--- src/rtl/c64_mem_pkg.sv ---
// c64_mem_pkg: shared types and address-range constants for the C64 memory map.
//   state_t  - bus FSM states
//   region_t - decoded target of a core access
package c64_mem_pkg;

    localparam int unsigned AB_W = 16;
    localparam int unsigned MA_W = 17;
    localparam int unsigned DW   = 8;

    typedef enum logic {
        ST_IDLE = 1'b0,
        ST_WAIT = 1'b1
    } state_t;

    typedef enum logic [2:0] {
        REG_PORT   = 3'd0,
        REG_IO     = 3'd1,
        REG_RAM    = 3'd2,
        REG_BASIC  = 3'd3,
        REG_KERNAL = 3'd4,
        REG_CHAR   = 3'd5
    } region_t;

    // Upper address bits identifying each banked window
    localparam logic [14:0] PORT_PAGE   = 15'h0000;  // $0000-$0001
    localparam logic [2:0]  BASIC_PAGE  = 3'b101;    // $A000-$BFFF
    localparam logic [2:0]  KERNAL_PAGE = 3'b111;    // $E000-$FFFF
    localparam logic [3:0]  IO_PAGE     = 4'hD;      // $D000-$DFFF

endpackage

--- src/rtl/c64_bank_decode.sv ---
// c64_bank_decode: combinational C64 banking decode.
//   ab       - core address
//   we       - core write enable (writes never target ROM)
//   eff      - effective LORAM/HIRAM/CHAREN bits {CHAREN, HIRAM, LORAM}
//   region   - decoded target
//   mem_addr - external address (bit16 = ROM space); meaningful for RAM/ROM regions
module c64_bank_decode
    import c64_mem_pkg::*;
#(
    parameter logic [16:0] BASIC_BASE  = 17'h10000,
    parameter logic [16:0] KERNAL_BASE = 17'h12000,
    parameter logic [16:0] CHAR_BASE   = 17'h14000
) (
    input  logic [15:0] ab,
    input  logic        we,
    input  logic [2:0]  eff,
    output region_t     region,
    output logic [16:0] mem_addr
);

    logic loram;
    logic hiram;
    logic charen;
    logic in_port;
    logic in_basic;
    logic in_kernal;
    logic in_d;

    assign loram     = eff[0];
    assign hiram     = eff[1];
    assign charen    = eff[2];
    assign in_port   = (ab[15:1] == PORT_PAGE);
    assign in_basic  = (ab[15:13] == BASIC_PAGE) && loram && hiram;
    assign in_kernal = (ab[15:13] == KERNAL_PAGE) && hiram;
    assign in_d      = (ab[15:12] == IO_PAGE) && (loram || hiram);

    // Windows are disjoint; ROM windows only apply to reads, I/O applies to both
    always_comb begin
        region   = REG_RAM;
        mem_addr = {1'b0, ab};
        if (in_port) begin
            region = REG_PORT;
        end else if (in_d && charen) begin
            region = REG_IO;
        end else if (!we) begin
            if (in_basic) begin
                region   = REG_BASIC;
                mem_addr = BASIC_BASE + 17'(ab[12:0]);
            end else if (in_kernal) begin
                region   = REG_KERNAL;
                mem_addr = KERNAL_BASE + 17'(ab[12:0]);
            end else if (in_d) begin
                region   = REG_CHAR;
                mem_addr = CHAR_BASE + 17'(ab[11:0]);
            end
        end
    end

endmodule

--- src/rtl/c64_mem_map.sv ---
// c64_mem_map: memory-map / bus-interface stage behind the 6502 core.
//   clk, reset             - clock, synchronous active-high reset
//   cpu_ab/cpu_do/cpu_we   - core access (accepted every cycle while rdy=1)
//   cpu_di, rdy            - registered read data and core stall
//   io_cs, io_rdata        - I/O strobe (combinational, accept cycle) and read data
//   mem_*                  - external RAM/ROM req/ack port
//   bus_err                - sticky external timeout flag
module c64_mem_map
    import c64_mem_pkg::*;
#(
    parameter int unsigned TIMEOUT     = 16,
    parameter logic [16:0] BASIC_BASE  = 17'h10000,
    parameter logic [16:0] KERNAL_BASE = 17'h12000,
    parameter logic [16:0] CHAR_BASE   = 17'h14000
) (
    input  logic        clk,
    input  logic        reset,
    input  logic [15:0] cpu_ab,
    input  logic [7:0]  cpu_do,
    input  logic        cpu_we,
    output logic [7:0]  cpu_di,
    output logic        rdy,
    output logic        io_cs,
    input  logic [7:0]  io_rdata,
    output logic        mem_req,
    output logic        mem_we,
    output logic [16:0] mem_addr,
    output logic [7:0]  mem_wdata,
    input  logic [7:0]  mem_rdata,
    input  logic        mem_ack,
    output logic        bus_err
);

    localparam int unsigned CNT_W = $clog2(TIMEOUT + 1);

    state_t           state;
    logic [CNT_W-1:0] cnt;
    logic [7:0]       ddr;
    logic [7:0]       port;
    logic [7:0]       eff;
    region_t          region;
    logic [16:0]      dec_addr;

    // Undriven port pins (ddr bit = 0) read back as 1
    assign eff = (port & ddr) | ~ddr;

    c64_bank_decode #(
        .BASIC_BASE  (BASIC_BASE),
        .KERNAL_BASE (KERNAL_BASE),
        .CHAR_BASE   (CHAR_BASE)
    ) u_decode (
        .ab       (cpu_ab),
        .we       (cpu_we),
        .eff      (eff[2:0]),
        .region   (region),
        .mem_addr (dec_addr)
    );

    // I/O strobe lives in the accept cycle so io_rdata lands on the same edge
    assign io_cs = !reset && (state == ST_IDLE) && (region == REG_IO);

    // Bus FSM, timeout counter and processor-port registers
    always_ff @(posedge clk) begin
        if (reset) begin
            state     <= ST_IDLE;
            cnt       <= '0;
            ddr       <= 8'h00;
            port      <= 8'h00;
            cpu_di    <= 8'h00;
            rdy       <= 1'b1;
            mem_req   <= 1'b0;
            mem_we    <= 1'b0;
            mem_addr  <= '0;
            mem_wdata <= 8'h00;
            bus_err   <= 1'b0;
        end else begin
            case (state)
                ST_IDLE: begin
                    case (region)
                        REG_PORT: begin
                            if (cpu_we) begin
                                if (cpu_ab[0]) port <= cpu_do;
                                else           ddr  <= cpu_do;
                            end else begin
                                cpu_di <= cpu_ab[0] ? eff : ddr;
                            end
                        end
                        REG_IO: begin
                            if (!cpu_we) cpu_di <= io_rdata;
                        end
                        default: begin
                            mem_req   <= 1'b1;
                            mem_we    <= cpu_we;
                            mem_addr  <= dec_addr;
                            mem_wdata <= cpu_do;
                            rdy       <= 1'b0;
                            cnt       <= '0;
                            state     <= ST_WAIT;
                        end
                    endcase
                end
                ST_WAIT: begin
                    // Ack takes priority over a coincident timeout
                    if (mem_ack) begin
                        if (!mem_we) cpu_di <= mem_rdata;
                        mem_req <= 1'b0;
                        rdy     <= 1'b1;
                        state   <= ST_IDLE;
                    end else if (cnt == CNT_W'(TIMEOUT - 1)) begin
                        cpu_di  <= 8'hFF;
                        bus_err <= 1'b1;
                        mem_req <= 1'b0;
                        rdy     <= 1'b1;
                        state   <= ST_IDLE;
                    end else begin
                        cnt <= cnt + 1'b1;
                    end
                end
                default: state <= ST_IDLE;
            endcase
        end
    end

endmodule
--- config.mk ---
export PLATFORM = sky130hd
export DESIGN_NAME = c64_mem_map
export DESIGN_NICKNAME = d
export VERILOG_FILES = /design/src/rtl/c64_mem_pkg.sv /design/src/rtl/c64_bank_decode.sv /design/src/rtl/c64_mem_map.sv
export SDC_FILE = /design/constraint.sdc
export NUM_CORES = 1
export LEC_CHECK = 0
export ABC_AREA = 1
export BUFFER_PORTS_ARGS = -buffer_cell sky130_fd_sc_hd__buf_2
export CAP_MARGIN = 30
export CORE_ASPECT_RATIO = 1.2
export CORE_MARGIN = 4
export CORE_UTILIZATION = 40
export CTS_CLUSTER_SIZE = 30
export DETAILED_ROUTE_END_ITERATION = 7
export SLEW_MARGIN = 20
export SYNTH_ARGS = -nofsm -noshare
export SYNTH_HDL_FRONTEND = slang
export SYNTH_SLANG_ARGS = --single-unit
--- constraint.sdc ---
create_clock -name clk -period 2.4 [get_ports clk]
set_input_delay 0.24 -clock clk [delete_from_list [all_inputs] [get_ports clk]]
set_output_delay 0.24 -clock clk [all_outputs]
set_load 0.01 [all_outputs]
# ---- Word level (Yosys, flattened, before mapping)
# Index checks and enable logic that the tools add are counted.
dict set report op_classes {
  addsub 4
  mul 0
  div_mod_pow 0
  n_lt_le_gt_ge 0
  n_eq_ne 13
  n_shift 0
  muxes 36
  bitwise_logic 7
  n_reduce_logical 19
}
# cell n
set ops {}
lappend ops {{17-bit two-way mux} 6}
lappend ops {{8-bit two-way mux} 6}
lappend ops {{17-bit by 13-bit adder with 17-bit output, first input constant} 2}
lappend ops {{8-bit case mux with 2 select lines} 2}
lappend ops {{3-bit two-way mux} 6}
lappend ops {{17-bit by 12-bit adder with 17-bit output, first input constant} 1}
lappend ops {{15-bit logical NOT} 1}
lappend ops {{5-bit two-way mux} 3}
lappend ops {{5-bit case mux with 2 select lines} 1}
lappend ops {{1-bit two-way mux} 9}
lappend ops {{3-bit inequality test, second input constant} 3}
lappend ops {{8-bit bitwise AND} 1}
lappend ops {{8-bit NOT} 1}
lappend ops {{8-bit OR} 1}
lappend ops {{4-bit AND reduction} 2}
lappend ops {{1-bit logical AND} 7}
lappend ops {{3-bit == test, second input constant} 2}
lappend ops {{2-bit inequality test, second input constant} 3}
lappend ops {{1-bit case mux with 2 select lines} 3}
lappend ops {{3-bit AND reduction} 2}
lappend ops {{5-bit by 1-bit adder with 5-bit output, second input constant} 1}
lappend ops {{5-bit by 4-bit == test with 1-bit output, second input constant} 1}
lappend ops {{5-bit AND reduction} 1}
lappend ops {{4-bit == test, second input constant} 1}
lappend ops {{9 further kinds} 13}
dict set report word_totals {
  ff_bits 59
  latchBits 0
  ramBits 0
  rom_bits 0
  input_bits 44
  out_inout_bits 38
  elab_cells 90
  memories 0
}

# ---- Longest topological paths before layout
dict set report logic_depth {
  ltp_word 14
  ltp_mapped 12
}

# ---- Cells and area by module
# Synthesis repeated with hierarchy kept, for this count alone.
dict set report hier_totals {
  cells_unflattened 416
  hier_area_um2 2920.3
}
# mod n_inst cells_each area_per_inst_um2 seq_area_each_um2
set modules_own_cells {}
lappend modules_own_cells {c64_mem_map 1 355 2590.0 1181.1}
lappend modules_own_cells {c64_bank_decode 1 61 330.3 0.0}

# ---- Least setup slack after synthesis
# OpenSTA, ideal clock, no wires.
dict set report synth_path {
  path_kind {register to register}
  start {reg cnt[0]}
  end {reg cpu_di[1]}
  arrival_ns 1.540
  required_time_ns 2.287
  path_slack_ns 0.748
  stages_incl_launch_ff 12
  n_path_buf 1
  period_less_slack_ns 1.652
  cell_sequence {dfxtp_1 ha_1 nand2_1 nor2_1 ha_1 o21ai_0 nand2_4 nand2_4 buf_6 nand2_1 nand2_1 nor2_1}
}
dict set report synth_between {
  elab_chain_cells 3
}
# item line_no
set synth_rtl {}
lappend synth_rtl {{start, declared} c64_mem_map.sv:37} ;# logic [CNT_W-1:0] cnt;
lappend synth_rtl {{start signal, assigned} c64_mem_map.sv:116} ;# cnt <= cnt + 1'b1;
lappend synth_rtl {{5-bit by 4-bit == test with 1-bit output} c64_mem_map.sv:109} ;# end else if (cnt == CNT_W'(TIMEOUT - 1)) begin
lappend synth_rtl {{3-bit by 2-bit inequality test with 1-bit output (no line)} n/a}
lappend synth_rtl {{5-bit AND reduction (no line)} n/a}
lappend synth_rtl {{end signal, assigned} c64_mem_map.sv:85} ;# cpu_di <= cpu_ab[0] ? eff : ddr;
lappend synth_rtl {{end signal, assigned} c64_mem_map.sv:89} ;# if (!cpu_we) cpu_di <= io_rdata;
lappend synth_rtl {{end signal, assigned} c64_mem_map.sv:105} ;# if (!mem_we) cpu_di <= mem_rdata;
lappend synth_rtl {{end, declared} c64_mem_map.sv:21} ;# output logic [7:0] cpu_di,
# No other way between the ends.
# A chain may end at the register's enable or synchronous reset.

# ---- Final worst setup path
dict set report layout_path {
  start {reg ddr[0]}
  end {reg cnt[2]}
}
dict set report layout_between {
  elab_chain_cells 14
}
# item line_no
set layout_rtl {}
lappend layout_rtl {{start, declared} c64_mem_map.sv:38} ;# logic [7:0] ddr;
lappend layout_rtl {{start signal, assigned} c64_mem_map.sv:83} ;# else ddr <= cpu_do;
lappend layout_rtl {{8-bit bitwise AND / 8-bit NOT (equally long branches)} c64_mem_map.sv:45} ;# assign eff = (port & ddr) | ~ddr;
lappend layout_rtl {{8-bit OR (*)} c64_mem_map.sv:45}
lappend layout_rtl {{1-bit logical OR} c64_bank_decode.sv:35} ;# assign in_d = (ab[15:12] == IO_PAGE) && (loram || hiram);
lappend layout_rtl {{1-bit logical AND} c64_bank_decode.sv:35}
lappend layout_rtl {{3-bit two-way mux} c64_bank_decode.sv:52} ;# end else if (in_d) begin
lappend layout_rtl {{3-bit two-way mux} c64_bank_decode.sv:49} ;# end else if (in_kernal) begin
lappend layout_rtl {{3-bit two-way mux} c64_bank_decode.sv:46} ;# if (in_basic) begin
lappend layout_rtl {{3-bit two-way mux} c64_bank_decode.sv:45} ;# end else if (!we) begin
lappend layout_rtl {{3-bit two-way mux (*)} c64_bank_decode.sv:43} ;# end else if (in_d && charen) begin
lappend layout_rtl {{3-bit two-way mux (*)} c64_bank_decode.sv:41} ;# if (in_port) begin
lappend layout_rtl {{3-bit by 1-bit == test with 1-bit output / 3-bit logical NOT (equally long branches)} c64_mem_map.sv:79} ;# case (region)
lappend layout_rtl {{2-bit OR reduction (no line) (*)} n/a}
lappend layout_rtl {{2-bit inequality test (no line) (*)} n/a}
lappend layout_rtl {{3-bit AND reduction (no line) (*)} n/a}
# Every way passes the cells marked *; elsewhere a longest branch is shown, timed or not.

==> impl_metrics.py <==
metrics = {
    "synth": {
        "syn_area_mm2": 0.00270,
        "synth-seq-area-share_pct": 43.8,
        "yosysTopAreaCellShare_pct": 43.8,
        "synth_nets": 445,
        "ys_ff_latch": 59,
        "syn_inst": 399,
        "ys_types": 24,
        "ys_warn_count": 0,
        "ys_top_cells_by_area": "dfxtp_1 44%, nand2_1 19%, o21ai_0 9.6%, nor2_1 6.0%, inv_1 5.8%",
        "yosysTopAreaCell": "dfxtp_1",
        "avgSynthCellArea_um2": 6.76,
    },
    "critical_path": {
        "crit_type": "register to register",
        "worstPathMaxFanout": 26,
        "start_kind": "register",
        "critPathCaptureType": "register",
        "cp.required_ns": 2.68,
        "cp.arrival_ns": 2.15,
    },
    "finish": {
        "finish.utilization_pct": 52.2,
        "antenna_cells_inserted": 0,
        "fin_nets": 527,
        "fillers": 714,
        "drive_gt1_share_pct": 23.0,
        "layout_commonest_cell": "nand2_1",
        "area_growth_pct": 25.5,
        "layout_common_cells": "134 x nand2_1, 81 x buf_2, 59 x dfxtp_1",
        "stdcell_area_mm2": 0.00339,
    },
    "clock_tree": {
        "cts-hold-fix-buffers": 0,
        "clk_pin_slew_worst_paths_ns": 0.07,
        "cts_buffer_depth": 2,
        "h-tree-depth": 3,
        "cts.sinks": 59,
        "cts_made_buffers": 9,
        "post-cts-setup-buffer-count": 0,
        "cts_tree": "done",
        "worstSkewPairLatency_ns": 0.33,
        "cts-resized-gates": 0,
        "cts_root_buf": "clkbuf_8",
    },
    "routing": {
        "viasPerCell": 4.61,
        "route.detailed.drc": 0,
        "drtPass1Iterations": 4,
        "drt_iter0_drc": 126,
        "drt.antenna.violating_nets": 0,
        "num_vias": 2633,
        "routed_wl_um": 6780,
        "wire_per_inst_um": 11.9,
    },
    "grt": {
        "antenna_found_initial": 0,
        "grt_usage_pct": 17.5,
        "overflow": 0,
        "grt_max_degree": 27,
        "grt_pass1_vias": 2488,
        "grt_pass1_wl_um": 11600,
    },
    "timing": {
        "worst_pin_slew_ns": 0.508,
        "setup_tns_ns": 0,
        "slew_violations": 0,
        "final-hold-violation-count": 0,
        "min_period_over_period_pct": 77.9,
        "slew_headroom_pct": 66.1,
        "fin_skew_ns": 0.00936,
        "max_freq_mhz": 535,
        "finalWorstSetupSlack_ns": 0.529,
        "finalSetupViolations": 0,
        "rsz0062_at_grt": "no",
        "holdWs_ns": 0.114,
        "min_period_ns": 1.87,
    },
    "power_and_ir_drop": {
        "seqPwrFrac_pct": 44.2,
        "p_per_area_mw_per_mm2": 704,
        "clock_power_share_pct": 43.1,
        "combPwrFrac_pct": 12.7,
        "leakagePower_uw": 0.00172,
        "p_switching_uw": 598,
        "p_sw_share_pct": 25.1,
        "peakVddDrop_mv": 0.418,
        "intPower_uw": 1790,
    },
    "job": {
        "maxCapViolations": 0,
    },
    "placed_design": {
        "numPortBuffers": 81,
        "place_hpwl_um": 5020,
        "dp_slack_ns": 0.461,
        "gp_congestion": 0.815,
        "placedInstanceArea_mm2": 0.00316,
    },
    "floorplanning": {
        "core_mm2": 0.00649,
        "initial_core_util_pct": 41.6,
        "die_x_um": 83.0,
        "die_y_um": 98.0,
        "die_area_mm2": 0.00813,
        "rows": 32,
        "io_pins": 82,
    },
    "min_path": {
        "hold_class": "primary input to register",
    },
    "outcome": {
        "status": "completed",
    },
}
==> critical path, stage by stage (launching register included) <==
cell and delay [ns]:
dfxtp_1 0.32, inv_1 0.08, nor2_2 0.06, nand2_1 0.11, nand3_4 0.20, nand2_4 0.19, inv_2 0.05, nand2_1 0.07
nand2_1 0.07, inv_2 0.38, o21ai_0 0.17, nor2_1 0.12
==> registers in the layout, indices dropped and copies added, names as in the netlist <==
| register | cells |
|---|---|
| state | 1 |
| mem_wdata | 8 |
| cpu_di | 8 |
| mem_we | 1 |
| cnt | 5 |
| port | 8 |
| mem_addr | 17 |
| rdy | 1 |
| ddr | 8 |
| bus_err | 1 |
| mem_req | 1 |
==> area by class of cell <==
cell class	count	area [um2]	area share, %
Multi-Input combinational cell	282	1270	37.5
Sequential cell	59	1180	34.9
Timing Repair Buffer	85	435	12.9
Inverter	44	165	4.88
Clock buffer	12	155	4.58
Tap cell	85	106	3.14
Clock inverter	4	72.6	2.14
==> cells by family (layout without fill, tap and decap cells) <==
logic type                 count (synthesis)  after routing  share of synthesized area [%]
and+or+nand+nor                          201            201                           31.4
buffers and inverters                     58            145                           9.13
DFF                                       59             59                           43.8
xor gates and xnor gates                   1              1                          0.325
AOI/OAI and AO/OA                         78             78                           14.5
adders and majority gates                  2              2                          0.927
==> final timing paths <==
kind                                                   to                       from  slack (ns)  depth (start not counted)
worst max-delay path                  cnt[2]$_SDFFE_PP0P_        ddr[0]$_SDFFE_PP0P_        0.53                         11
worst min-delay path             mem_addr[9]$_SDFFE_PP0P_                  cpu_ab[9]        0.11                          3
worst max register to register        cnt[2]$_SDFFE_PP0P_        ddr[0]$_SDFFE_PP0P_        0.53                         11
worst min register to register  mem_addr[13]$_SDFFE_PP0P_  mem_addr[13]$_SDFFE_PP0P_        0.44                          2
==> routing by layer <==
| layer | vias to the layer above | global-route usage (%) | part of all wire [%] |
|---|---|---|---|
| met5 | - | 0 | 0 |
| met1 | 1143 | 21.6 | 46 |
| li1 | 1413 | - | - |
| met4 | 0 | 8.43 | 2.1 |
| met3 | 11 | 4.64 | 5.8 |
| met2 | 66 | 28.3 | 46 |
==> per-stage QoR <==
step / total power (uW) / cells
3_3_place_gp: 1380 / 555
6_report: 2380 / 571
4_1_cts: 2410 / 571
5_1_grt: 2510 / 571
2_1_floorplan: 1250 / 399
3_5_place_dp: 1380 / 555
==> power by group through the flow <==
stage / clock, uW / sequential [uW] / combinational, uW
floorplan: 0 / 1100 / 155
global placement: 0 / 1080 / 303
detailed placement: 0 / 1080 / 305
CTS: 1050 / 1050 / 307
global route: 1100 / 1060 / 349
finish: 1030 / 1050 / 302
==> synth_stat cells (all sizes together) <==
cell type / count
and2: 1
nand2: 139
clkbuf: 6
xor2: 1
or2: 1
nor3b: 1
o21ai: 53
ha: 2
nand3: 10
nor3: 4
nor2: 45
a21oi: 25
dfxtp: 59
buf: 8
inv: 44
Power figures use the tool's default switching activity.
